## src/rtl/gain_multiplier.sv

```systemverilog
// Sign-magnitude shift-add gain multiplier.
// Scales a direct-code operand by a fixed-point gain in WIDTH clocks.
module gain_multiplier #(
  parameter int WIDTH = 16,
  parameter int FRAC  = 8,
  parameter int MSB   = WIDTH - 1
) (
  input  logic             clk_i,
  input  logic             nReset_i,
  input  logic             enable_i,
  input  logic [WIDTH-1:0] in_i,
  input  logic [WIDTH-1:0] gain_i,
  output logic [WIDTH-1:0] out_o,
  output logic             overflow_o,
  output logic             finish_o
);

  localparam int MW = WIDTH - 1;
  localparam int AW = 2 * MW;
  localparam int CW = $clog2(WIDTH);
  localparam logic [CW-1:0] LAST = CW'(WIDTH - 2);
  localparam logic [AW-1:0] MAXM = AW'({MW{1'b1}});

  typedef enum logic [1:0] {
    IDLE  = 2'd0,
    MUL   = 2'd1,
    FINAL = 2'd2
  } state_t;

  state_t           state_q, state_d;
  logic             sign_q, sign_d;
  logic [AW-1:0]    opd_q, opd_d;
  logic [MW-1:0]    gain_q, gain_d;
  logic [AW-1:0]    acc_q, acc_d;
  logic [CW-1:0]    cnt_q, cnt_d;
  logic [WIDTH-1:0] out_q, out_d;
  logic             ovf_q, ovf_d;
  logic             fin_q, fin_d;

  logic [AW-1:0]    scaled;
  logic             sat;
  logic [MW-1:0]    mag;

  // Final scaling: truncate fraction, saturate, suppress negative zero.
  always_comb begin
    scaled = acc_q >> FRAC;
    sat    = scaled > MAXM;
    mag    = sat ? MAXM[MW-1:0] : scaled[MW-1:0];
  end

  // State register plus datapath registers, synchronous reset.
  always_ff @(posedge clk_i) begin
    if (!nReset_i) begin
      state_q <= IDLE;
      sign_q  <= 1'b0;
      opd_q   <= '0;
      gain_q  <= '0;
      acc_q   <= '0;
      cnt_q   <= '0;
      out_q   <= '0;
      ovf_q   <= 1'b0;
      fin_q   <= 1'b1;
    end else begin
      state_q <= state_d;
      sign_q  <= sign_d;
      opd_q   <= opd_d;
      gain_q  <= gain_d;
      acc_q   <= acc_d;
      cnt_q   <= cnt_d;
      out_q   <= out_d;
      ovf_q   <= ovf_d;
      fin_q   <= fin_d;
    end
  end

  // Next-state logic: WIDTH-1 multiply steps then one final step.
  always_comb begin
    state_d = IDLE;
    unique case (state_q)
      IDLE:    state_d = enable_i ? MUL : IDLE;
      MUL:     state_d = (cnt_q == LAST) ? FINAL : MUL;
      FINAL:   state_d = IDLE;
      default: state_d = IDLE;
    endcase
  end

  // Datapath/output next values; operand shifts left, gain shifts right.
  always_comb begin
    sign_d = sign_q;
    opd_d  = opd_q;
    gain_d = gain_q;
    acc_d  = acc_q;
    cnt_d  = cnt_q;
    out_d  = out_q;
    ovf_d  = ovf_q;
    fin_d  = fin_q;
    unique case (state_q)
      IDLE: begin
        if (enable_i) begin
          sign_d = in_i[MSB] ^ gain_i[MSB];
          opd_d  = AW'(in_i[MSB-1:0]);
          gain_d = gain_i[MSB-1:0];
          acc_d  = '0;
          cnt_d  = '0;
          out_d  = '0;
          ovf_d  = 1'b0;
          fin_d  = 1'b0;
        end
      end
      MUL: begin
        acc_d  = acc_q + (gain_q[0] ? opd_q : '0);
        opd_d  = opd_q << 1;
        gain_d = gain_q >> 1;
        cnt_d  = cnt_q + 1'b1;
      end
      FINAL: begin
        out_d = {sign_q & (mag != '0), mag};
        ovf_d = sat;
        fin_d = 1'b1;
      end
      default: begin
        fin_d = 1'b1;
      end
    endcase
  end

  assign out_o      = out_q;
  assign overflow_o = ovf_q;
  assign finish_o   = fin_q;

endmodule

```

## config.mk

```make
export PLATFORM = sky130hd
export DESIGN_NAME = gain_multiplier
export DESIGN_NICKNAME = d
export VERILOG_FILES = /design/src/rtl/gain_multiplier.sv
export SDC_FILE = /design/constraint.sdc
export NUM_CORES = 1
export LEC_CHECK = 0
export BUFFER_PORTS_ARGS = -buffer_cell sky130_fd_sc_hd__buf_2
export CAP_MARGIN = 20
export CORE_MARGIN = 4
export CORE_UTILIZATION = 42
export DETAILED_ROUTE_END_ITERATION = 6
export PLACE_DENSITY = 0.63
export REMOVE_ABC_BUFFERS = 1
export SYNTH_ARGS = -nofsm -noshare
export SYNTH_HDL_FRONTEND = slang
export SYNTH_SLANG_ARGS = --single-unit
```

## constraint.sdc

```tcl
create_clock -name clk_i -period 7.9 [get_ports clk_i]
set_clock_uncertainty 0.2 [all_clocks]
set_input_delay 1.58 -clock clk_i [delete_from_list [all_inputs] [get_ports clk_i]]
set_output_delay 1.58 -clock clk_i [all_outputs]
set_load 0.03 [all_outputs]
```

Word-level counts from Yosys, hierarchy flattened:

Index checks and enable logic that the tools add are counted.

* $add $sub $neg: 2
* $lt $le $gt $ge: 1
* equality and inequality tests: 4
* mux-type cells: 18
* bitwise gates (word level): 3
* reductions and logical operators: 8

Operators by type and width (number)
* $pmux W30 S2: 2
* $mux W30: 3
* $pmux W16 S2: 1
* $add A30 B30 Y30: 1
* $mux W15: 2
* $pmux W15 S2: 1
* $gt A22 B15 Y1 const B: 1
* $mux W16: 1
* $reduce_bool A15 Y1: 1
* $pmux W4 S2: 1
* $reduce_and A2 Y1: 4
* $add A4 B1 Y4 const B: 1
* $eq A4 B4 Y1 const B: 1
* $mux W4: 1
* $pmux W1 S2: 2
* $pmux W2 S2: 1
* $reduce_bool A2 Y1: 2
* $eq A2 B1 Y1 const B: 1
* $eq A2 B2 Y1 const B: 1
* $logic_not A2 Y1: 1
* $mux W1: 2
* $mux W2: 1
* $ne A2 B2 Y1 const B: 1
* $and A1 B1 Y1: 1
* other kinds (2): 2

* register bits after elaboration: 100
* input port bits: 35
* logic and storage cells: 45

Logic depth before layout (Yosys ltp):

Gate-level depths: netlist (run 1).

* word-level depth: 5
* mapped depth: 13
* depth with buffers taken out: 12

Worst setup path before layout (run 1):

Ideal clock, no wire load.

* path type: input port to flip-flop
* start point: input enable_i
* end point: register acc_q[18]
* setup time: 0.117 ns
* arrival time: 2.636 ns
* setup slack: 4.947 ns
* stages on the path: 7
* path buffers: 2
* path through: nor2_1 > or2_2 > and2_1 > clkbuf_1 > buf_1 > a21oi_1 > nand2_1

* word-level cells in the longest chain between the ends: 2

RTL lines
* from (decl): RTL line 10 `input logic enable_i,`
* $ne A2 B2 Y1 (no source line)
* $reduce_and A2 Y1 (no source line)
* to (signal assigned): RTL line 58 `acc_q <= '0;`
* to (signal assigned): RTL line 68 `acc_q <= acc_d;`
* to (decl): RTL line 34 `logic [AW-1:0] acc_q, acc_d;`

No other way between the ends.
A chain may end at the register's enable or synchronous reset.

Final worst setup path (run 1):

* start point: register gain_q[0]
* end point: register acc_q[22]

* word-level cells in the longest chain between the ends: 3

RTL lines
* from (decl): RTL line 33 `logic [MW-1:0] gain_q, gain_d;`
* from (signal assigned): RTL line 67 `gain_q <= gain_d;`
* $mux W30: RTL line 111 `acc_d = acc_q + (gain_q[0] ? opd_q : '0);`
* $add A30 B30 Y30: RTL line 111
* $pmux W30 S2: RTL line 97 `unique case (state_q)`

No other way between the ends.

==> out/qor.csv, run 1 <==
stage,metric,value,unit
layout,most frequent cells in the layout,"100 x dfxtp_1, 77 x nor2_1, 52 x buf_2",
yosys,"Cell Area, Synth",5522,um2
yosys,Synth Register Bits,100,
floorplan,IO Count,53,
yosys,Mapped Cells,670,
yosys,"Seq/Total Area, Yosys",36.26,%
timing,Tmin final,3678,ps
critical_path,CP peak stage delay,820,ps
floorplan,DIE AREA,15050,um2
global_routing,vias in the first global route,4428,
timing,Slew Limit Headroom,31.09,%
floorplan,chip height,122.7,um
placed_design,"Cell Area, Placed",5869,um2
clocking,Longest Clk Path Bufs,2,
timing,Max Freq,0.2719,GHz
timing,Final WS setup,4222,ps
layout,Synth-to-Final Area Change,11.15,%
power,Max VDD drop,0.09902,mV
global_routing,Overflow after GRT,0,
placed_design,DP Wirelength,9482,um
clocking,cts hold-fix bufs,0,
clocking,post-CTS setup buffers,0,
floorplan,Starting Density,43.40,%
global_routing,pin count of the biggest net entering global routing,66,
yosys,ys async rst share,0,%
flow_run,maxcap violations,0,
yosys,Mean Syn Cell Area,8.241,um2
timing,Max Slew Vio Count,0,
detailed_routing,Vias,4849,
yosys,Synth cell types,56,
timing,fin crit share,46.55,%
critical_path,slowest CP cell,dfxtp_1,
detailed_routing,final wirelength,13240,um
clocking,Root Driver,clkbuf_16,
layout,Layout Nets,761,
detailed_routing,Detail Route Antenna Nets,0,
placed_design,PortBufs,52,
detailed_routing,1st-pass router iterations,4,
detailed_routing,Iter 0 DRT Violations,432,
status,status,finished clean,
clocking,post-cts repair resize count,0,
critical_path,critical path type,reg2reg,
critical_path,crit start category,register,
min_path,Hold/Removal Path Class,reg2reg,
timing,Final Setup Violations,0,
detailed_routing,Via density,5.574,
clocking,clock-pin slew on the worst setup and hold paths,70,ps
detailed_routing,per-cell routed wire length,15.22,um
clocking,H-tree level count,3,
detailed_routing,# DRC,0,
timing,worst slew pin tran,1032,ps
clocking,Clock Sinks,100,
yosys,prevailing post-synth register cell,dfxtp_1,
floorplan,Die X,122.7,um
floorplan,Core ar.,12720,um2
timing,setup TNS,0,ps
critical_path,worst-path fanout max,32,
clocking,total CTS buffers,9,
critical_path,CP Capture Type,register,
yosys,Post-synth EDFFs,0,
placed_design,dpl ws,4046,ps
timing,RSZ-0062 raised after global routing,false,
yosys,Synth Warn #,0,
critical_path,Crit path required time,7980,ps
layout,"most common cell after layout, fill and taps aside",dfxtp_1,
global_routing,first-pass GRT wire length,21870,um
critical_path,WP data arrival,3760,ps
min_path,Worst Min Path Start,out_o[13],
critical_path,R2R Path Start,gain_q[0],
clocking,Worst-Skew Late Latency,350,ps
layout,share of post-route cells with drive strength above 1,11.89,%
placed_design,routability cong.,0.8871,
global_routing,GRT Util Overall,18.08,%
critical_path,"Cell Chain, Critical Path",and2_1 > ha_1 > inv_1 > fa_1 > nor2b_1 > o31ai_1 > a21oi_1 > nor4b_1 > a211oi_1 > a311oi_1 > xor2_1 > o21ai_0,
placed_design,dpl cells,855,
power,power per cell area,169.2,nW/um2
clocking,CTS tree,yes,
timing,final hold violation count,0,
layout,Antenna Cells,0,
power,Lkg Pwr,2.627,nW
layout,final std cells w/o fill,870,
critical_path,Worst Setup SP,gain_q[0],
layout,post-route cell area,6137,um2
floorplan,row count,41,
global_routing,initial antenna violation count,0,
==> where the power goes <==
group / internal, mW / total [mW] / switching, mW
combinational: 0.0364 / 0.0902 / 0.0538
sequential: 0.523 / 0.538 / 0.0156
clock: 0.221 / 0.410 / 0.189
==> cell usage after synthesis (all sizes together) (7+ instances only) <==
| cell type | number | area, um2 |
|---|---|---|
| xnor2 | 11 | 96.34 |
| ha | 31 | 387.9 |
| nor3b | 15 | 112.6 |
| inv | 9 | 33.78 |
| a22oi | 7 | 52.55 |
| and2 | 35 | 219.0 |
| a21o | 22 | 166.4 |
| nand4 | 8 | 50.05 |
| a22o | 16 | 140.1 |
| nand2 | 50 | 187.7 |
| a21oi | 50 | 272.8 |
| nor3 | 20 | 100.1 |
| o21ai | 37 | 188.9 |
| clkbuf | 41 | 153.9 |
| nor2 | 77 | 289.0 |
| nand3 | 16 | 80.08 |
| dfxtp | 100 | 2002 |
| nor2b | 17 | 106.4 |
| o221ai | 28 | 245.2 |
==> cell families (layout without fill, tap and decap cells) <==
family                   Yosys count  count (layout)  share of synthesized area, %
adder cells (fa/ha/maj)           32              32                         7.387
AND/OR/NAND/NOR                  261             261                         23.57
AO/OA/AOI/OAI                    204             204                         26.01
XOR/XNOR                          16              16                         2.538
flip-flops                       100             100                         36.26
multiplexers                       2               2                        0.3626
buffers and inverters             55              83                         3.875
==> through the flow <==
| stage | power (mW) | hold WS (ps) | util (%) |
|---|---|---|---|
| after global routing | 1.082 | 303.1 | 48.24 |
| after detailed placement | 0.6403 | 268.1 | 46.13 |
| final | 1.039 | 273.9 | 48.24 |
| after global placement | 0.6373 | 260.9 | 46.13 |
| after CTS | 1.053 | 277.5 | 48.24 |
| after floorplan | 0.6026 | 249.0 | - |
==> routing by layer <==
metal	vias to the layer above	part of all wire (%)	routed length, um	track usage [%]
met5	-	0	0	0
met4	0	1.6	208	6.368
met3	13	5.6	745	3.548
met2	113	42	5589	26.82
met1	2227	51	6698	26.06
li1	2496	-	-	-
==> path summary, 6_finish.rpt <==
path / endpoint / slack [ps] / cells past startpoint
max: acc_q[22] / 4220 / 12
min reg2reg: out_o[13] / 270 / 2
max reg2reg: acc_q[22] / 4220 / 12
min: out_o[13] / 270 / 2
==> sequential cells by signal, summed over array words and instances (netlist names) <==
signal	flops
state_q	2
overflow_o	1
acc_q	30
cnt_q	4
finish_o	1
gain_q	15
opd_q	30
sign_q	1
out_o	16
==> critical path: cells and delay by family, from the launching register on <==
kind / cells / cell delay [ps]
DFF: 1 / 820
buffers and inverters: 1 / 50
xor gates and xnor gates: 1 / 170
adders and majority gates: 2 / 560
and+or+nand+nor: 3 / 510
AOI/OAI and AO/OA: 5 / 1290
==> cell type report <==
type	instances	area, um2
multi-input combinational	515	3306
fill	1284	6585
clock inverter	3	21.27
sequential	100	2002
clock buffer	12	246.5
inverter	9	33.78
tap	172	215.2
timing repair buffer	59	312.8
No activity file was read; power rests on OpenSTA's default activity.
==> run 2, diff against run 1 <==
- clock period: 7.9 -> 3.5 ns (I/O delays scaled with it)
==> out/qor.csv, run 2 (synthesis gave the netlist of run 1 again) <==
stage,metric,value,unit,change
power,sw power,0.6035,mW,was 0.2584 mW
floorplan,chip height,122.7,um,unchanged
critical_path,slowest CP cell,dfxtp_1,,unchanged
clocking,post-CTS setup buffers,0,,unchanged
timing,final hold violation count,0,,unchanged
clocking,post-cts repair resize count,0,,unchanged
floorplan,IO Count,53,,unchanged
critical_path,crit start category,register,,unchanged
layout,Antenna Cells,0,,unchanged
power,Sw Ratio,25.45,%,was 24.88%
critical_path,Top delay family on crit path,compound AO/OA/AOI/OAI gates,,unchanged
critical_path,Critical Path End,acc_q[27],,was acc_q[22]
detailed_routing,Iter 0 DRT Violations,264,,was 432
clocking,CTS tree,yes,,unchanged
detailed_routing,Via density,5.547,,was 5.574
clocking,cts hold-fix bufs,0,,unchanged
global_routing,initial antenna violation count,0,,unchanged
placed_design,dpl cells,859,,was 855
timing,Worst Hold Margin,279.9,ps,was 273.9 ps
layout,Util after Layout,48.58,%,was 48.24%
critical_path,worst-path fanout max,20,,was 32
floorplan,Core ar.,12720,um2,unchanged
critical_path,CP peak stage delay,520,ps,was 820 ps
clocking,clock-pin slew on the worst setup and hold paths,70,ps,about the same
power,Gate power share,9.0,%,was 8.7%
layout,share of post-route cells with drive strength above 1,12.68,%,was 11.89%
critical_path,CP most frequent cell,a21o_1,,
power,Clock Power Share,39.9,%,was 39.5%
layout,filler cell count,1282,,was 1284
min_path,Worst Min Path Start,overflow_o,,was out_o[13]
critical_path,critical path depth,11,,was 12
status,status,finished clean,,unchanged
floorplan,Starting Density,43.40,%,unchanged
critical_path,R2R Path Start,gain_q[0],,unchanged
critical_path,critical path type,reg2reg,,unchanged
critical_path,reg2reg setup slack,200,ps,was 4220 ps
floorplan,row count,41,,unchanged
critical_path,FF-to-FF End,acc_q[27],,was acc_q[22]
placed_design,routability cong.,0.8913,,was 0.8871
detailed_routing,Detail Route Antenna Nets,0,,unchanged
flow_run,maxcap violations,0,,unchanged
clocking,Worst-Skew Late Latency,350,ps,about the same
global_routing,pin count of the biggest net entering global routing,65,,was 66
floorplan,Die X,122.7,um,unchanged
timing,Max Freq,0.3028,GHz,was 0.2719 GHz
power,Lkg Pwr,2.644,nW,was 2.627 nW
layout,Synth-to-Final Area Change,11.94,%,was 11.15%
timing,Final Setup Violations,0,,unchanged
global_routing,first-pass GRT wire length,21820,um,was 21870 um
critical_path,"Cell Chain, Critical Path",buf_4 > and2_1 > ha_1 > a21o_1 > a21o_1 > a21o_1 > a32o_1 > a21oi_4 > a21oi_2 > or3_1 > a32o_1,,was and2_1 > ha_1 > inv_1 > fa_1 > nor2b_1 > o31ai_1 > a21oi_1 > nor4b_1 > a211oi_1 > a311oi_1 > xor2_1 > o21ai_0
timing,Tmin final,3303,ps,was 3678 ps
timing,Max Slew Vio Count,0,,unchanged
power,Internal,1.768,mW,was 0.7803 mW
detailed_routing,final wirelength,13160,um,was 13240 um
layout,final std cells w/o fill,874,,was 870
clocking,Longest Clk Path Bufs,2,,unchanged
timing,RSZ-0062 raised after global routing,false,,unchanged
global_routing,Overflow after GRT,0,,unchanged
timing,fin crit share,94.37,%,was 46.55%
placed_design,PortBufs,52,,unchanged
detailed_routing,per-cell routed wire length,15.06,um,was 15.22 um
power,power per cell area,383.6,nW/um2,was 169.2 nW/um2
clocking,total CTS buffers,9,,unchanged
detailed_routing,Vias,4848,,was 4849
layout,Layout Nets,765,,was 761
timing,Slew Limit Headroom,38.78,%,was 31.09%
critical_path,buffer and inverter count on the worst path,1,,unchanged
clocking,Root Driver,clkbuf_16,,unchanged
critical_path,Worst Setup SP,gain_q[0],,unchanged
placed_design,DP Wirelength,9514,um,was 9482 um
critical_path,worst-case reg-to-reg path depth,11,,was 12
critical_path,CP Capture Type,register,,unchanged
floorplan,DIE AREA,15050,um2,unchanged
detailed_routing,1st-pass router iterations,4,,unchanged
critical_path,Crit path required time,3550,ps,was 7980 ps
power,power share of the sequential group,51.1,%,was 51.8%
clocking,H-tree level count,3,,unchanged
layout,most frequent cells in the layout,"100 x dfxtp_1, 77 x nor2_1, 52 x buf_2",,unchanged
critical_path,WP data arrival,3350,ps,was 3760 ps
global_routing,vias in the first global route,4472,,was 4428
clocking,Clock Sinks,100,,unchanged
global_routing,GRT Util Overall,18.05,%,was 18.08%
timing,setup TNS,0,ps,unchanged
min_path,Hold/Removal Path Class,reg2reg,,unchanged
power,Max VDD drop,0.1912,mV,was 0.09902 mV
timing,worst slew pin tran,918.2,ps,was 1032 ps
detailed_routing,# DRC,0,,unchanged
layout,"most common cell after layout, fill and taps aside",dfxtp_1,,unchanged
==> run 2: cell count changes in the layout (fill, tap and decap cells not counted), sizes merged <==
cell and change:
buf +4, clkinvlp +2, clkbuf -1, clkinv -1
==> run 2: stage by stage <==
step | setup WS [ps] | power, mW | instance area (um2)
finish | 197.1 | 2.371 | 6181
global route | 16.69 | 2.470 | 6181
CTS | 202.9 | 2.398 | 6176
detailed placement | 222.3 | 1.451 | 5899
global placement | 340.7 | 1.446 | 5899
floorplan | 527.6 | 1.360 | 5341
==> run 2: tightest hold or removal path: stages, from the launching register on <==
cell and delay [ps]:
dfxtp_1 310, nand3_1 50, a21boi_0 70
==> run 2: how the worst min path moves through the flow <==
stage | to | cells past startpoint
after global routing | acc_q[23] | 2
after global placement | overflow_o | 2
final | overflow_o | 2
after CTS | out_o[15] | 2
after floorplan | acc_q[0] | 1
after detailed placement | out_o[15] | 2
==> run 2: layer usage <==
metal / global-route usage [%] / vias to the layer above / share of wire [%]
li1: - / 2488 / -
met1: 26.75 / 2228 / 51
met2: 26.10 / 115 / 42
met3: 2.903 / 17 / 5.4
met4: 6.928 / 0 / 1.7
met5: 0 / - / 0
==> run 2: cell type report <==
cell class | instances | area (um2) | share of cell area (%)
Multi-Input combinational cell | 515 | 3311 | 53.56
Sequential cell | 100 | 2002 | 32.39
Timing Repair Buffer | 63 | 342.8 | 5.547
Clock buffer | 11 | 242.7 | 3.927
Tap cell | 172 | 215.2 | 3.482
Clock inverter | 4 | 33.78 | 0.5466
Inverter | 9 | 33.78 | 0.5466
==> run 2: power by group through the flow <==
stage	combinational, mW	sequential (mW)	clock [mW]
finish	0.213	1.21	0.947
global route	0.240	1.22	1.01
CTS	0.215	1.21	0.972
detailed placement	0.214	1.24	0
global placement	0.210	1.24	0
floorplan	0.130	1.23	0
